### src/rtl/shift_cmd_queue.sv
// Command FIFO and issue stage in front of a combinational barrel shifter.
// Holds shifter inputs in registers for a full cycle and captures the result.
module shift_cmd_queue #(
  parameter int unsigned DEPTH = 4,
  parameter int unsigned DW    = 8,
  parameter int unsigned CW    = 3
) (
  input  logic                     clk_i,
  input  logic                     rst_i,
  input  logic                     cmd_valid_i,
  output logic                     cmd_ready_o,
  input  logic [DW-1:0]            cmd_data_i,
  input  logic [CW-1:0]            cmd_shamt_i,
  output logic [DW-1:0]            bs_in_o,
  output logic [CW-1:0]            bs_ctrl_o,
  input  logic [DW-1:0]            bs_out_i,
  output logic                     res_valid_o,
  input  logic                     res_ready_i,
  output logic [DW-1:0]            res_data_o,
  output logic [CW-1:0]            res_shamt_o,
  output logic [$clog2(DEPTH):0]   level_o
);

  localparam int unsigned PW = $clog2(DEPTH);
  localparam int unsigned LW = PW + 1;

  typedef enum logic [1:0] {StIdle, StShift, StHold} state_e;

  logic [DW-1:0] data_q  [DEPTH];
  logic [CW-1:0] shamt_q [DEPTH];
  logic [PW-1:0] wr_ptr_q, rd_ptr_q;
  logic [LW-1:0] level_q;
  state_e        state_q;
  logic [DW-1:0] bs_in_q, res_data_q;
  logic [CW-1:0] bs_ctrl_q, res_shamt_q;
  logic          res_valid_q;

  logic not_empty, full, push, pop;

  assign not_empty   = (level_q != '0);
  assign full        = (level_q == LW'(DEPTH));
  // Registered level only: a same-cycle pop never opens a slot early.
  assign cmd_ready_o = !rst_i && !full;
  assign push        = cmd_valid_i && cmd_ready_o;

  always_comb begin
    pop = 1'b0;
    case (state_q)
      StIdle:  pop = not_empty;
      StHold:  pop = res_ready_i && not_empty;
      default: pop = 1'b0;
    endcase
  end

  always_ff @(posedge clk_i) begin
    if (rst_i) begin
      wr_ptr_q <= '0;
      rd_ptr_q <= '0;
      level_q  <= '0;
    end else begin
      if (push) begin
        data_q[wr_ptr_q]  <= cmd_data_i;
        shamt_q[wr_ptr_q] <= cmd_shamt_i;
        wr_ptr_q          <= wr_ptr_q + PW'(1);
      end
      if (pop) begin
        rd_ptr_q <= rd_ptr_q + PW'(1);
      end
      case ({push, pop})
        2'b10:   level_q <= level_q + LW'(1);
        2'b01:   level_q <= level_q - LW'(1);
        default: level_q <= level_q;
      endcase
    end
  end

  always_ff @(posedge clk_i) begin
    if (rst_i) begin
      state_q     <= StIdle;
      bs_in_q     <= '0;
      bs_ctrl_q   <= '0;
      res_valid_q <= 1'b0;
      res_data_q  <= '0;
      res_shamt_q <= '0;
    end else begin
      case (state_q)
        StIdle: begin
          if (pop) begin
            bs_in_q   <= data_q[rd_ptr_q];
            bs_ctrl_q <= shamt_q[rd_ptr_q];
            state_q   <= StShift;
          end
        end
        StShift: begin
          // Shifter inputs have now been stable for a whole cycle.
          res_data_q  <= bs_out_i;
          res_shamt_q <= bs_ctrl_q;
          res_valid_q <= 1'b1;
          state_q     <= StHold;
        end
        StHold: begin
          if (res_ready_i) begin
            res_valid_q <= 1'b0;
            if (pop) begin
              bs_in_q   <= data_q[rd_ptr_q];
              bs_ctrl_q <= shamt_q[rd_ptr_q];
              state_q   <= StShift;
            end else begin
              state_q <= StIdle;
            end
          end
        end
        default: state_q <= StIdle;
      endcase
    end
  end

  assign bs_in_o     = bs_in_q;
  assign bs_ctrl_o   = bs_ctrl_q;
  assign res_valid_o = res_valid_q;
  assign res_data_o  = res_data_q;
  assign res_shamt_o = res_shamt_q;
  assign level_o     = level_q;

endmodule
### config.mk
export PLATFORM = sky130hd
export DESIGN_NAME = shift_cmd_queue
export DESIGN_NICKNAME = d
export VERILOG_FILES = /design/src/rtl/shift_cmd_queue.sv
export SDC_FILE = /design/constraint.sdc
export NUM_CORES = 1
export LEC_CHECK = 0
export CORE_MARGIN = 5
export CORE_UTILIZATION = 52
export CTS_CLUSTER_SIZE = 10
export DETAILED_ROUTE_END_ITERATION = 8
export GPL_TIMING_DRIVEN = 0
export PLACE_DENSITY = 0.87
export SYNTH_ARGS = -nofsm -noshare
export SYNTH_HDL_FRONTEND = slang
export SYNTH_SLANG_ARGS = --single-unit
### constraint.sdc
create_clock -name clk_i -period 3.1 [get_ports clk_i]
set_input_delay 0.775 -clock clk_i [delete_from_list [all_inputs] [get_ports clk_i]]
set_output_delay 0.775 -clock clk_i [all_outputs]
set_load 0.03 [all_outputs]
Word level (Yosys, flattened, before mapping)
Memory sizes are Yosys's and may differ from the RTL's. A register that Yosys moved wholly into a read port is not among the register bits.
Cells that the tools add are included.
- register bits: 32
- bits in writable memories: 44
- input port bits: 23
- output and inout bits: 27
- word-level logic and storage cells: 56
- memories kept: 2
- add/sub/neg operators: 4
- equal/unequal tests: 7
- muxes and demuxes: 21
- reductions and logical operators: 13
- memory list (memory ; words ; bits a word ; read ports ; clocked after memory_dff ; write ports ; RTL line ; text):
    data_q ; 4 ; 8 ; 1 ; 1 ; 1 ; 29 ; logic [DW-1:0] data_q [DEPTH];
    shamt_q ; 4 ; 3 ; 1 ; 1 ; 1 ; 30 ; logic [CW-1:0] shamt_q [DEPTH];
- operator list (operator ; number):
    8-bit 2-to-1 mux ; 2
    8-bit case mux with 2 select lines ; 1
    2-bit 2-to-1 mux ; 6
    3-bit case mux with 2 select lines ; 2
    3-bit 2-to-1 mux ; 2
    2-bit case mux with 3 select lines ; 1
    2-bit AND reduction ; 3
    2-bit nonzero test ; 3
    1-bit 2-to-1 mux ; 5
    2-bit by 1-bit adder with 2-bit output, second input constant ; 2
    2-bit by 1-bit equality test with 1-bit output, second input constant ; 2
    2-bit equality test, second input constant ; 2
    2-bit != test, second input constant ; 2
    1-bit case mux with 2 select lines ; 2
    3-bit by 1-bit adder with 3-bit output, second input constant ; 1
    3-bit equality test, second input constant ; 1
    1-bit logical AND ; 3
    3-bit nonzero test ; 1
    3-bit by 1-bit subtractor with 3-bit output, second input constant ; 1
    1-bit logical NOT ; 2
    2-bit logical NOT ; 1

Depth between registers and ports, before layout
- depth in word-level cells: 7
- depth in mapped cells: 9
- gate-level depth less buffers: 9

Worst setup path before layout
OpenSTA, ideal clock, no wires.
- path kind: in2reg
- start point: input port res_ready_i
- end point: register level_q[2] (netlist: level_o[2])
- setup time: 70 ps
- arrival time: 2454 ps
- data required time: 3030 ps
- path slack: 576 ps
- stages: 9
- path buffers: 1
- path through: nor2b_1 nor3_1 buf_2 ha_1 inv_1 fa_1 xor2_1 or3_1 a21oi_1
- word-level cells in the longest chain between the ends: 4
- elaborated cells on any way between the ends: 6
- classes of those cells: eq/ne (2); mux (2); reduce/logical (2)
- ends and longest elaborated chain (what ; RTL line ; text):
    start, declared ; 18 ; input logic res_ready_i,
    1-bit logical AND * ; 50 ; StHold: pop = res_ready_i && not_empty;
    1-bit case mux with 2 select lines * ; 48 ; case (state_q)
    net pop ; 38 ; logic not_empty, full, push, pop;
    2-bit by 1-bit equality test with 1-bit output / 2-bit equality test (equally long branches) ; 69 ; case ({push, pop})
    3-bit case mux with 2 select lines / 2-bit nonzero test (equally long branches) ; -- ;
    end signal, assigned ; 70 ; 2'b10: level_q <= level_q + LW'(1);
    end signal, assigned ; 71 ; 2'b01: level_q <= level_q - LW'(1);
    end signal, assigned ; 72 ; default: level_q <= level_q;
    end, declared ; 32 ; logic [LW-1:0] level_q;
Mark *: on every way through the listed nets, which the timed path passes. The rest lies on a longest branch.
A chain may end at the register's enable or synchronous reset.

Final worst setup path
Ends and elaborated chain as after synthesis.

==> flow_summary_export.csv <==
group,metric,value,unit
timing,max_freq,0.344,GHz
routing,wl,5.41,mm
clocking,h-tree-depth,3,
global_routing,grt_first_pass_wirelength,8.58,mm
run,maxCapViolations,0,
cells_and_area,fin_cells,342,
routing,first_iter_violations,46,
critical_path,critPathLaunchType,"input port",
placed_design,gp_congestion,0.730,
logic_synthesis,synth-seq-cells,78,
clocking,cts.path.max_buffers,2,
global_routing,grt_max_degree,15,
cells_and_area,drive_gt1_frac,0.133,
routing,firstDrtPassIters,4,
timing,skew,0.00896,ns
critical_path,r2r-start,"level_o[0]$_SDFFE_PP0P_",
routing,vias_per_cell,5.23,
timing,tightest_slew,0.591,ns
cells_and_area,nNetsFinal,294,
critical_path,cp_max_fo,10,
timing,slew_viol_final,0,
logic_synthesis,synth_top_flop_cell,"edfxtp_1",
logic_synthesis,syn_inst,205,
timing,period_share,0.937,
logic_synthesis,syn_avg_cell_area,14.3,um^2
global_routing,grt_overflow,0,
cells_and_area,layout_common_cells,"clkdlybuf4s50_1 (47), edfxtp_1 (44), nand2_1 (34), dfxtp_1 (34), a21oi_1 (16)",
floorplanning,die_y,85.2,um
clocking,clkLatencyLatePin,0.35,ns
logic_synthesis,synth_edf_count,44,
timing,slew_headroom,0.606,
floorplanning,initial_core_util,0.534,
routing,drc,0,
logic_synthesis,mappedNetlistArea,2940,um^2
timing,hold_viol,0,
critical_path,worst_path_max_delay_cell,"clkdlybuf4s50_1",
critical_path,worstSetupStartpoint,"res_ready_i",
timing,timing.setup.tns,0,ns
power,power_density,840,nW/um^2
clocking,cts_inserted_buffers,9,
logic_synthesis,ys_seq_area_frac,0.681,
floorplanning,die_area,7250,um^2
routing,vias,1787,
timing,grt_setup_unrepaired,"no",
clocking,cts_tree,"yes",
power,irDropWorstVdd,0.370,mV
cells_and_area,final_common_cell,"clkdlybuf4s50_1",
cells_and_area,final_core_util,0.670,
floorplanning,core-area,5510,um^2
critical_path,worst_path_largest_cell_delay,0.50,ns
logic_synthesis,synth_cell_types,31,
clocking,clockRootBuffer,"clkbuf_8",
timing,period_needed,2.90,ns
critical_path,critPathArrivalTime,3.19,ns
clocking,postCtsHoldBufs,0,
cells_and_area,area_growth,25.6,%
routing,wl_per_cell,15.8,um
logic_synthesis,ys_async_sr_fraction,0,
global_routing,antenna_found_initial,0,
power,p_leak,1.24,nW
floorplanning,dieWidth,85.2,um
cells_and_area,diodes,0,
critical_path,cp_data_required_time,3.39,ns
routing,postRouteAntennaNets,0,
global_routing,grt_pass1_vias,1761,
clocking,cts_sinks,78,
floorplanning,num_rows,27,
critical_path,worstPathCellList,"clkdlybuf4s50_1 -> nor2b_1 -> nor3_1 -> buf_2 -> ha_1 -> inv_1 -> fa_1 -> xor2_1 -> or3_1 -> a21oi_1",
timing,setup_viol,0,
global_routing,gr-usage-all-layers,0.158,
floorplanning,io_pins,50,
placed_design,dpl.cell_count,326,
worst_hold_path,hold_start,"res_data_o[4]$_SDFFE_PP0P_",
critical_path,worstSetupEndpointType,"flop",
critical_path,path_class,"input port to flop",
logic_synthesis,syn-num-nets,234,
placed_design,portBuffers,49,
logic_synthesis,synth_warnings,0,
clocking,cts_setup_buffers,0,
worst_hold_path,min_path_type,"flop to flop",
clocking,path_clk_slew,0.08,ns
clocking,cts_resized,3,
run_status,outcome,"completed",
placed_design,hpwlAfterDp,3.86,mm
==> routing by layer <==
layer / up-vias / track usage / wire length [um]
li1: 869 / - / -
met1: 858 / 0.177 / 2280
met2: 49 / 0.267 / 2670
met3: 11 / 0.0602 / 340
met4: 0 / 0.0719 / 127
met5: - / 0 / 0
==> state kept, by name, indices dropped and copies added (netlist names), named ones only <==
register and flops:
shamt_q 12, res_shamt_o 3, level_o 3, bs_in_o 8, res_data_o 8, res_valid_o 1, bs_ctrl_o 3, rd_ptr_q 2
state_q 2, wr_ptr_q 2, data_q 32
==> final timing paths <==
path | cells past startpoint | slack (ns) | endpoint
min | 2 | 0.46 | res_data_o[4]$_SDFFE_PP0P_
max | 10 | 0.20 | level_o[2]$_SDFFE_PP0P_
max reg2reg | 9 | 0.65 | level_o[2]$_SDFFE_PP0P_
min reg2reg | 2 | 0.46 | res_data_o[4]$_SDFFE_PP0P_
==> metrics by stage <==
step                cell area, um^2  hold slack, ns  power, mW  worst slack, ns
global placement               3520           0.442       2.43           -0.316
global route                   3690           0.481       3.27           0.0704
finish                         3690           0.463       3.10            0.196
detailed placement             3520           0.455       2.47           -0.316
CTS                            3690           0.466       3.13            0.202
floorplan                      2940           0.471       2.08            0.576
==> synthesized netlist by cell type, types with 2 or more instances <==
cell | n | area share
mux4_2 | 11 | 0.084
clkbuf_1 | 3 | 0.0038
nor2_1 | 7 | 0.0089
inv_1 | 8 | 0.010
xor2_1 | 2 | 0.0060
ha_1 | 5 | 0.021
nor2b_1 | 3 | 0.0064
dfxtp_1 | 34 | 0.23
nand2_1 | 34 | 0.043
edfxtp_1 | 44 | 0.45
mux2_2 | 2 | 0.0077
o2bb2ai_1 | 11 | 0.033
buf_2 | 4 | 0.0068
buf_4 | 2 | 0.0051
and2_1 | 4 | 0.0085
a21oi_1 | 16 | 0.027
==> power breakdown <==
group          internal [mW]  switching, mW
combinational          0.455          0.591
clock                  0.292          0.374
sequential              1.28          0.112
total                   2.02           1.08
==> cell type report <==
| cell class | count | area [um^2] |
|---|---|---|
| Multi-Input combinational cell | 110 | 860 |
| Buffer | 9 | 48.8 |
| Tap cell | 72 | 90.1 |
| Clock buffer | 9 | 124 |
| Timing Repair Buffer | 49 | 488 |
| Clock inverter | 7 | 48.8 |
| Sequential cell | 78 | 2000 |
| Fill cell | 390 | 1820 |
| Inverter | 8 | 30.0 |
==> worst max-delay path, delay by kind of cell <==
family / cells / cell delay, ns
fa+ha+maj: 2 / 0.60
compound gates: 1 / 0.13
simple gates: 3 / 0.67
xor+xnor: 1 / 0.15
buf+inv: 3 / 0.86
==> cell families after synthesis <==
kind of cell	share of synthesized area
buffers and inverters	0.0260
DFF	0.681
AOI/OAI and AO/OA	0.0673
muxes	0.0954
adders and majority gates	0.0281
and+or+nand+nor	0.0958
xor gates and xnor gates	0.00596
No activity file was read; power rests on OpenSTA's default activity.
